<file path="config.mk">
export PLATFORM = sky130hd
export DESIGN_NAME = paddle_input_ctrl
export DESIGN_NICKNAME = d
export VERILOG_FILES = /design/src/rtl/paddle_input_ctrl.sv
export SDC_FILE = /design/constraint.sdc
export NUM_CORES = 1
export LEC_CHECK = 0
export ABC_AREA = 0
export CORE_MARGIN = 2
export CORE_UTILIZATION = 60
export DETAILED_ROUTE_END_ITERATION = 12
export GPL_ROUTABILITY_DRIVEN = 0
export PLACE_DENSITY = 0.85
export SYNTH_ARGS = -nofsm -noshare
export SYNTH_HDL_FRONTEND = slang
export SYNTH_SLANG_ARGS = --single-unit
</file>
<file path="constraint.sdc">
create_clock -name clock -period 3.63 [get_ports clock]
set_input_delay 0.726 -clock clock [delete_from_list [all_inputs] [get_ports clock]]
set_output_delay 0.726 -clock clock [all_outputs]
set_load 0.05 [all_outputs]
</file>
<file path="src/rtl/paddle_input_ctrl.sv">
// paddle_input_ctrl: PS/2 keyboard frame receiver and arrow/letter key decoder
// that turns held left/right keys into signed paddle steps on each movement tick.
module paddle_input_ctrl #(
   parameter int         SPEED   = 1,
   parameter int         TIMEOUT = 5000,
   parameter logic [2:0] PLAY    = 3'b001
) (
   input  logic       clock,
   input  logic       resetn,
   input  logic       ps2_clk,
   input  logic       ps2_dat,
   input  logic       tick,
   input  logic [2:0] state,
   output logic [7:0] paddleIn,
   output logic       inEnable,
   output logic       leftHeld,
   output logic       rightHeld
);
   localparam int             TW     = $clog2(TIMEOUT + 1);
   localparam logic [TW-1:0]  TO_MAX = TW'(TIMEOUT);
   localparam logic [7:0]     STEP   = 8'(SPEED);

   typedef enum logic [1:0] {IDLE, DATA, PARITY, STOP} frame_t;

   frame_t        r_fsm;
   logic [2:0]    r_clk_s;
   logic [1:0]    r_dat_s;
   logic [7:0]    r_shift;
   logic [7:0]    r_byte;
   logic [2:0]    r_bit;
   logic [TW-1:0] r_to;
   logic          r_par;
   logic          r_byte_valid;
   logic          r_ext;
   logic          r_brk;
   logic          r_left;
   logic          r_right;
   logic          r_tick_d;
   logic          r_en;
   logic [7:0]    r_paddle;

   logic w_fall, w_bit, w_e0, w_f0, w_key, w_is_l, w_is_r, w_left_n, w_right_n, w_move;

   // r_clk_s[2] is the delayed copy of the second sync flop, giving the edge detector
   assign w_fall    = r_clk_s[2] & ~r_clk_s[1];
   assign w_bit     = r_dat_s[1];
   assign w_e0      = r_byte == 8'hE0;
   assign w_f0      = r_byte == 8'hF0;
   assign w_key     = r_byte_valid & ~w_e0 & ~w_f0;
   assign w_is_l    = r_ext ? (r_byte == 8'h6B) : (r_byte == 8'h1C);
   assign w_is_r    = r_ext ? (r_byte == 8'h74) : (r_byte == 8'h23);
   assign w_left_n  = (w_key & w_is_l) ? ~r_brk : r_left;
   assign w_right_n = (w_key & w_is_r) ? ~r_brk : r_right;
   // the tick sees flags already updated by a byte decoded in the same cycle
   assign w_move    = tick & ~r_tick_d & (state == PLAY) & (w_left_n ^ w_right_n);

   always_ff @(posedge clock or negedge resetn) begin
      if (!resetn) begin
         r_fsm        <= IDLE;
         r_clk_s      <= '1;
         r_dat_s      <= '1;
         r_shift      <= '0;
         r_byte       <= '0;
         r_bit        <= '0;
         r_to         <= '0;
         r_par        <= 1'b0;
         r_byte_valid <= 1'b0;
      end else begin
         r_clk_s      <= {r_clk_s[1:0], ps2_clk};
         r_dat_s      <= {r_dat_s[0], ps2_dat};
         r_byte_valid <= 1'b0;
         r_to         <= (r_fsm == IDLE || w_fall) ? '0 : r_to + TW'(1);
         if (r_fsm != IDLE && !w_fall && r_to == TO_MAX)
            r_fsm <= IDLE;
         else if (w_fall)
            case (r_fsm)
               IDLE: if (!w_bit) begin
                  r_fsm <= DATA;
                  r_bit <= '0;
               end
               DATA: begin
                  r_shift <= {w_bit, r_shift[7:1]};
                  r_bit   <= r_bit + 3'd1;
                  r_fsm   <= (r_bit == 3'd7) ? PARITY : DATA;
               end
               PARITY: begin
                  r_par <= w_bit;
                  r_fsm <= STOP;
               end
               default: begin
                  r_fsm <= IDLE;
                  if (w_bit && ^{r_shift, r_par}) begin
                     r_byte_valid <= 1'b1;
                     r_byte       <= r_shift;
                  end
               end
            endcase
      end
   end

   always_ff @(posedge clock or negedge resetn) begin
      if (!resetn) begin
         r_ext    <= 1'b0;
         r_brk    <= 1'b0;
         r_left   <= 1'b0;
         r_right  <= 1'b0;
         r_tick_d <= 1'b0;
         r_en     <= 1'b0;
         r_paddle <= '0;
      end else begin
         r_ext    <= r_byte_valid ? (w_e0 | (w_f0 & r_ext)) : r_ext;
         r_brk    <= r_byte_valid ? (w_f0 | (w_e0 & r_brk)) : r_brk;
         r_left   <= w_left_n;
         r_right  <= w_right_n;
         r_tick_d <= tick;
         r_en     <= w_move;
         r_paddle <= w_move ? (w_left_n ? -STEP : STEP) : r_paddle;
      end
   end

   assign paddleIn  = r_paddle;
   assign inEnable  = r_en;
   assign leftHeld  = r_left;
   assign rightHeld = r_right;
endmodule

</file>
==> impl_metrics.xml <==
<?xml version="1.0" encoding="UTF-8"?>
<metrics>
  <group name="status">
    <metric name="outcome" unit="">complete, no violations</metric>
  </group>
  <group name="job">
    <metric name="maxCapViolCount" unit="">0</metric>
  </group>
  <group name="clocking">
    <metric name="clk_root_buffer_cell" unit="">sky130_fd_sc_hd__clkbuf_8</metric>
    <metric name="cts.reportedPaths.clkPinSlew" unit="ns">0.08</metric>
    <metric name="ctsHoldBuffers" unit="">0</metric>
    <metric name="post_cts.repair.setup_buffers" unit="">0</metric>
    <metric name="clk_latency" unit="ns">0.30</metric>
    <metric name="tritoncts" unit="">built</metric>
    <metric name="cts.sink_count" unit="">49</metric>
    <metric name="cts_inserted_buffers" unit="">5</metric>
    <metric name="number_of_instances_resized_during_post_cts_repair" unit="">0</metric>
    <metric name="clock_path_buffers" unit="">2</metric>
    <metric name="h_tree_levels" unit="">2</metric>
  </group>
  <group name="floorplan">
    <metric name="die_w" unit="um">65.06</metric>
    <metric name="start_util" unit="%">61.57</metric>
    <metric name="num_io_pins" unit="">19</metric>
    <metric name="die_h" unit="um">65.06</metric>
    <metric name="placementRows" unit="">22</metric>
    <metric name="dieArea" unit="um^2">4233</metric>
    <metric name="core_area" unit="um^2">3633</metric>
  </group>
  <group name="route">
    <metric name="avgRoutedWirePerCell" unit="um">15.67</metric>
    <metric name="final_antenna_net_count" unit="">0</metric>
    <metric name="drtPass1Iterations" unit="">5</metric>
    <metric name="postRouteWirelength" unit="mm">4.122</metric>
    <metric name="routed-via-count" unit="">1504</metric>
    <metric name="vias_per_cell" unit="">5.719</metric>
    <metric name="dr.first_iter.drc_count" unit="">57</metric>
    <metric name="drcViolationCount" unit="">0</metric>
  </group>
  <group name="sta">
    <metric name="timing.final.max_slew_violations" unit="">0</metric>
    <metric name="hold_viol" unit="">0</metric>
    <metric name="setup_violations" unit="">0</metric>
    <metric name="fin_tns_setup" unit="ns">0</metric>
    <metric name="portion_of_the_clock_cycle_consumed_by_the_worst_path_in_the_final_layout" unit="%">65.01</metric>
    <metric name="timing.final.ws_setup" unit="ns">1.270</metric>
    <metric name="worstMarginPinSlew" unit="ns">1.041</metric>
    <metric name="min_period" unit="ns">2.360</metric>
    <metric name="grt_setup_unrepaired" unit="">no</metric>
    <metric name="worst_clock_skew" unit="ns">0.008180</metric>
    <metric name="worst_slew_margin_rel" unit="%">30.59</metric>
    <metric name="fmaxAchievable" unit="MHz">423.8</metric>
  </group>
  <group name="power">
    <metric name="power.leakage" unit="nW">1.047</metric>
    <metric name="vdd_ir_drop_max" unit="mV">0.4194</metric>
    <metric name="power_density" unit="nW/um^2">625.5</metric>
  </group>
  <group name="synthesis">
    <metric name="synth_nets" unit="">209</metric>
    <metric name="netlist.top_cell.by_area" unit="">sky130_fd_sc_hd__dfrtp_1</metric>
    <metric name="synth_simple_gate_area_share" unit="%">14.15</metric>
    <metric name="yosys_warnings" unit="">0</metric>
    <metric name="synth_xor_xnor_area_share" unit="%">7.047</metric>
    <metric name="synth.cell_area" unit="um^2">2237</metric>
    <metric name="syn_area_cell" unit="um^2">11.36</metric>
    <metric name="synth-seq-area-share" unit="%">55.09</metric>
    <metric name="dominant_combinational_cell_family_by_area_after_synthesis" unit="">simple AND/OR/NAND/NOR gates</metric>
    <metric name="post_synth_fa_ha_maj_area_fraction" unit="%">2.237</metric>
    <metric name="synth.area.mux_share" unit="%">10.01</metric>
    <metric name="asyncSetResetFlopFracSynth" unit="%">100.0</metric>
    <metric name="synth_seq_cells" unit="">49</metric>
    <metric name="synth-compound-area-share" unit="%">7.047</metric>
    <metric name="synth-edff-count" unit="">0</metric>
    <metric name="post_synth_num_cell_types" unit="">37</metric>
    <metric name="yosys_most_used_dff" unit="">sky130_fd_sc_hd__dfrtp_1</metric>
    <metric name="synth.area.top_cells" unit="">sky130_fd_sc_hd__dfrtp_1, sky130_fd_sc_hd__mux2_2, sky130_fd_sc_hd__dfstp_2</metric>
    <metric name="yosysTopAreaCellShare" unit="%">49.22</metric>
    <metric name="syn-instance-count" unit="">197</metric>
  </group>
  <group name="worst_setup_path">
    <metric name="critPathKind" unit="">flop to output pin</metric>
    <metric name="critical_path.reg2reg.endpoint" unit="">paddleIn[6]</metric>
    <metric name="critical_path.top_delay_family" unit="">buffers and inverters</metric>
    <metric name="endpoint_kind" unit="">output pin</metric>
    <metric name="worstPathMaxFanout" unit="">9</metric>
    <metric name="required" unit="ns">2.90</metric>
    <metric name="cp_data_arrival_time" unit="ns">1.63</metric>
    <metric name="timing.reg2reg.worst_path_depth" unit="">6</metric>
    <metric name="slowest_library_cell_on_the_worst_path" unit="">sky130_fd_sc_hd__clkdlybuf4s50_1</metric>
    <metric name="max_stage_delay" unit="ns">0.85</metric>
    <metric name="cp-start-kind" unit="">flop</metric>
    <metric name="critical_path.n_buffers_inverters" unit="">1</metric>
    <metric name="r2r_setup_slack" unit="ns">1.31</metric>
    <metric name="crit-reg2reg-launch" unit="">r_byte[0]</metric>
    <metric name="timing.critical_path.cells" unit="">clkdlybuf4s50_1</metric>
  </group>
  <group name="placed_design">
    <metric name="placement.setup.worst_slack" unit="ns">1.312</metric>
    <metric name="placement.io_buffers" unit="">18</metric>
    <metric name="post-dp-hpwl" unit="mm">3.038</metric>
  </group>
  <group name="cells_and_area">
    <metric name="diodes" unit="">0</metric>
    <metric name="layout.filler_cells" unit="">282</metric>
    <metric name="drive_above_1_share" unit="%">16.74</metric>
    <metric name="layout.nets" unit="">226</metric>
    <metric name="areaGrowthSynthToFinish" unit="%">11.91</metric>
  </group>
  <group name="min_path">
    <metric name="whs_endpoint" unit="">r_dat_s[1]</metric>
    <metric name="worstHoldPathCells" unit="">0</metric>
    <metric name="hp-start" unit="">r_dat_s[0]</metric>
    <metric name="hp-class" unit="">flop to flop</metric>
  </group>
  <group name="grt">
    <metric name="grt_first_pass_wirelength" unit="mm">7.086</metric>
    <metric name="grt_start_max_net_pins" unit="">50</metric>
    <metric name="via_count_of_the_first_global_routing_pass" unit="">1529</metric>
    <metric name="gr-total-overflow" unit="">0</metric>
    <metric name="antenna_violations_before_repair" unit="">0</metric>
    <metric name="globalRouteTotalUtil" unit="%">22.61</metric>
  </group>
</metrics>
[cells by family (layout without fill, tap and decap cells)]
kind of cell,after synthesis,count (layout)
adders and majority gates,4,4
xor gates and xnor gates,18,18
muxes,19,19
DFF,49,49
buffers and inverters,20,38
AOI/OAI and AO/OA,25,25
and+or+nand+nor,62,62
[layout by cell type (no fill, tap or decap), types with 2 or more instances in the layout]
| master | netlist | final |
|---|---|---|
| sky130_fd_sc_hd__a21oi_1 | 9 | 9 |
| sky130_fd_sc_hd__a22o_1 | 2 | 2 |
| sky130_fd_sc_hd__clkbuf_1 | 2 | 2 |
| sky130_fd_sc_hd__clkbuf_8 | 0 | 5 |
| sky130_fd_sc_hd__clkdlybuf4s50_1 | 0 | 17 |
| sky130_fd_sc_hd__dfrtp_1 | 44 | 44 |
| sky130_fd_sc_hd__dfstp_2 | 5 | 5 |
| sky130_fd_sc_hd__ha_1 | 4 | 4 |
| sky130_fd_sc_hd__inv_1 | 11 | 11 |
| sky130_fd_sc_hd__mux2_2 | 17 | 17 |
| sky130_fd_sc_hd__nand2_1 | 9 | 9 |
| sky130_fd_sc_hd__nand2b_1 | 5 | 5 |
| sky130_fd_sc_hd__nand3_1 | 8 | 8 |
| sky130_fd_sc_hd__nand4_1 | 7 | 7 |
| sky130_fd_sc_hd__nor2_1 | 18 | 18 |
| sky130_fd_sc_hd__nor3_1 | 3 | 3 |
| sky130_fd_sc_hd__o21ai_0 | 7 | 7 |
| sky130_fd_sc_hd__or3_1 | 4 | 4 |
| sky130_fd_sc_hd__xnor2_1 | 12 | 12 |
| sky130_fd_sc_hd__xor2_1 | 6 | 6 |
[stage by stage]
step           area, um^2  util [%]  hold WS [ns]  cells  total power (W)
2_1_floorplan        2237         -        0.3452    197         0.001139
3_3_place_gp         2422     66.67        0.3460    255         0.001211
3_5_place_dp         2422     66.67        0.3504    255         0.001263
4_1_cts              2504     68.91        0.3622    263         0.001580
5_1_grt              2504     68.91        0.3666    263         0.001674
6_report             2504     68.91        0.3616    263         0.001566
[report_power, final]
part,switching (W),internal [W]
combinational,0.000228,0.000241
clock,0.000172,0.000135
sequential,0.000130,0.000660
[worst max-delay path by stage]
stage                  endpoint  slack [ns]        start  cells after the start
floorplan           paddleIn[6]        1.53    r_byte[0]                      6
global placement    paddleIn[6]        1.46    r_byte[0]                      6
detailed placement  paddleIn[6]        1.31    r_byte[0]                      6
CTS                 paddleIn[3]        1.25  paddleIn[6]                      1
global route        paddleIn[3]        1.17  paddleIn[6]                      1
finish              paddleIn[1]        1.27  paddleIn[6]                      1
[sequential cells by signal (all words and copies together), names as in the netlist]
register	count
r_clk_s	3
r_byte_valid	1
r_par	1
r_shift	8
r_ext	1
paddleIn	2
leftHeld	1
r_byte	8
r_dat_s	2
r_fsm	2
rightHeld	1
r_to	13
r_tick_d	1
inEnable	1
r_brk	1
r_bit	3
[synth_stat cells (2+ instances only)]
cell	count
sky130_fd_sc_hd__nand4_1	7
sky130_fd_sc_hd__nor2_1	18
sky130_fd_sc_hd__o21ai_0	7
sky130_fd_sc_hd__ha_1	4
sky130_fd_sc_hd__nand2b_1	5
sky130_fd_sc_hd__a22o_1	2
sky130_fd_sc_hd__clkbuf_1	2
sky130_fd_sc_hd__nor3_1	3
sky130_fd_sc_hd__inv_1	11
sky130_fd_sc_hd__or3_1	4
sky130_fd_sc_hd__xnor2_1	12
sky130_fd_sc_hd__buf_4	6
sky130_fd_sc_hd__mux2_2	17
sky130_fd_sc_hd__xor2_1	6
sky130_fd_sc_hd__dfstp_2	5
sky130_fd_sc_hd__nand2_1	9
sky130_fd_sc_hd__nand3_1	8
sky130_fd_sc_hd__a21oi_1	9
sky130_fd_sc_hd__dfrtp_1	44
[final cells by class]
cell class              count  area, um^2  share of cell area [%]
flip-flops and latches     49        1232                   49.23
inverters                  11       41.29                   1.649
multi-input cells         128       905.9                   36.18
clock inverters             1       5.005                  0.1999
repair buffers             19       182.7                   7.296
well taps                  48       60.06                   2.399
clock buffers               7       76.32                   3.048
[layer usage]
metal / global-route usage, % / vias up / wire length, um
met5: 0 / - / 0
met4: 7.552 / 0 / 68
met3: 6.944 / 8 / 154
met2: 39.56 / 40 / 2216
met1: 26.48 / 748 / 1683
li1: - / 708 / -
(Power assumes the default switching activity.)
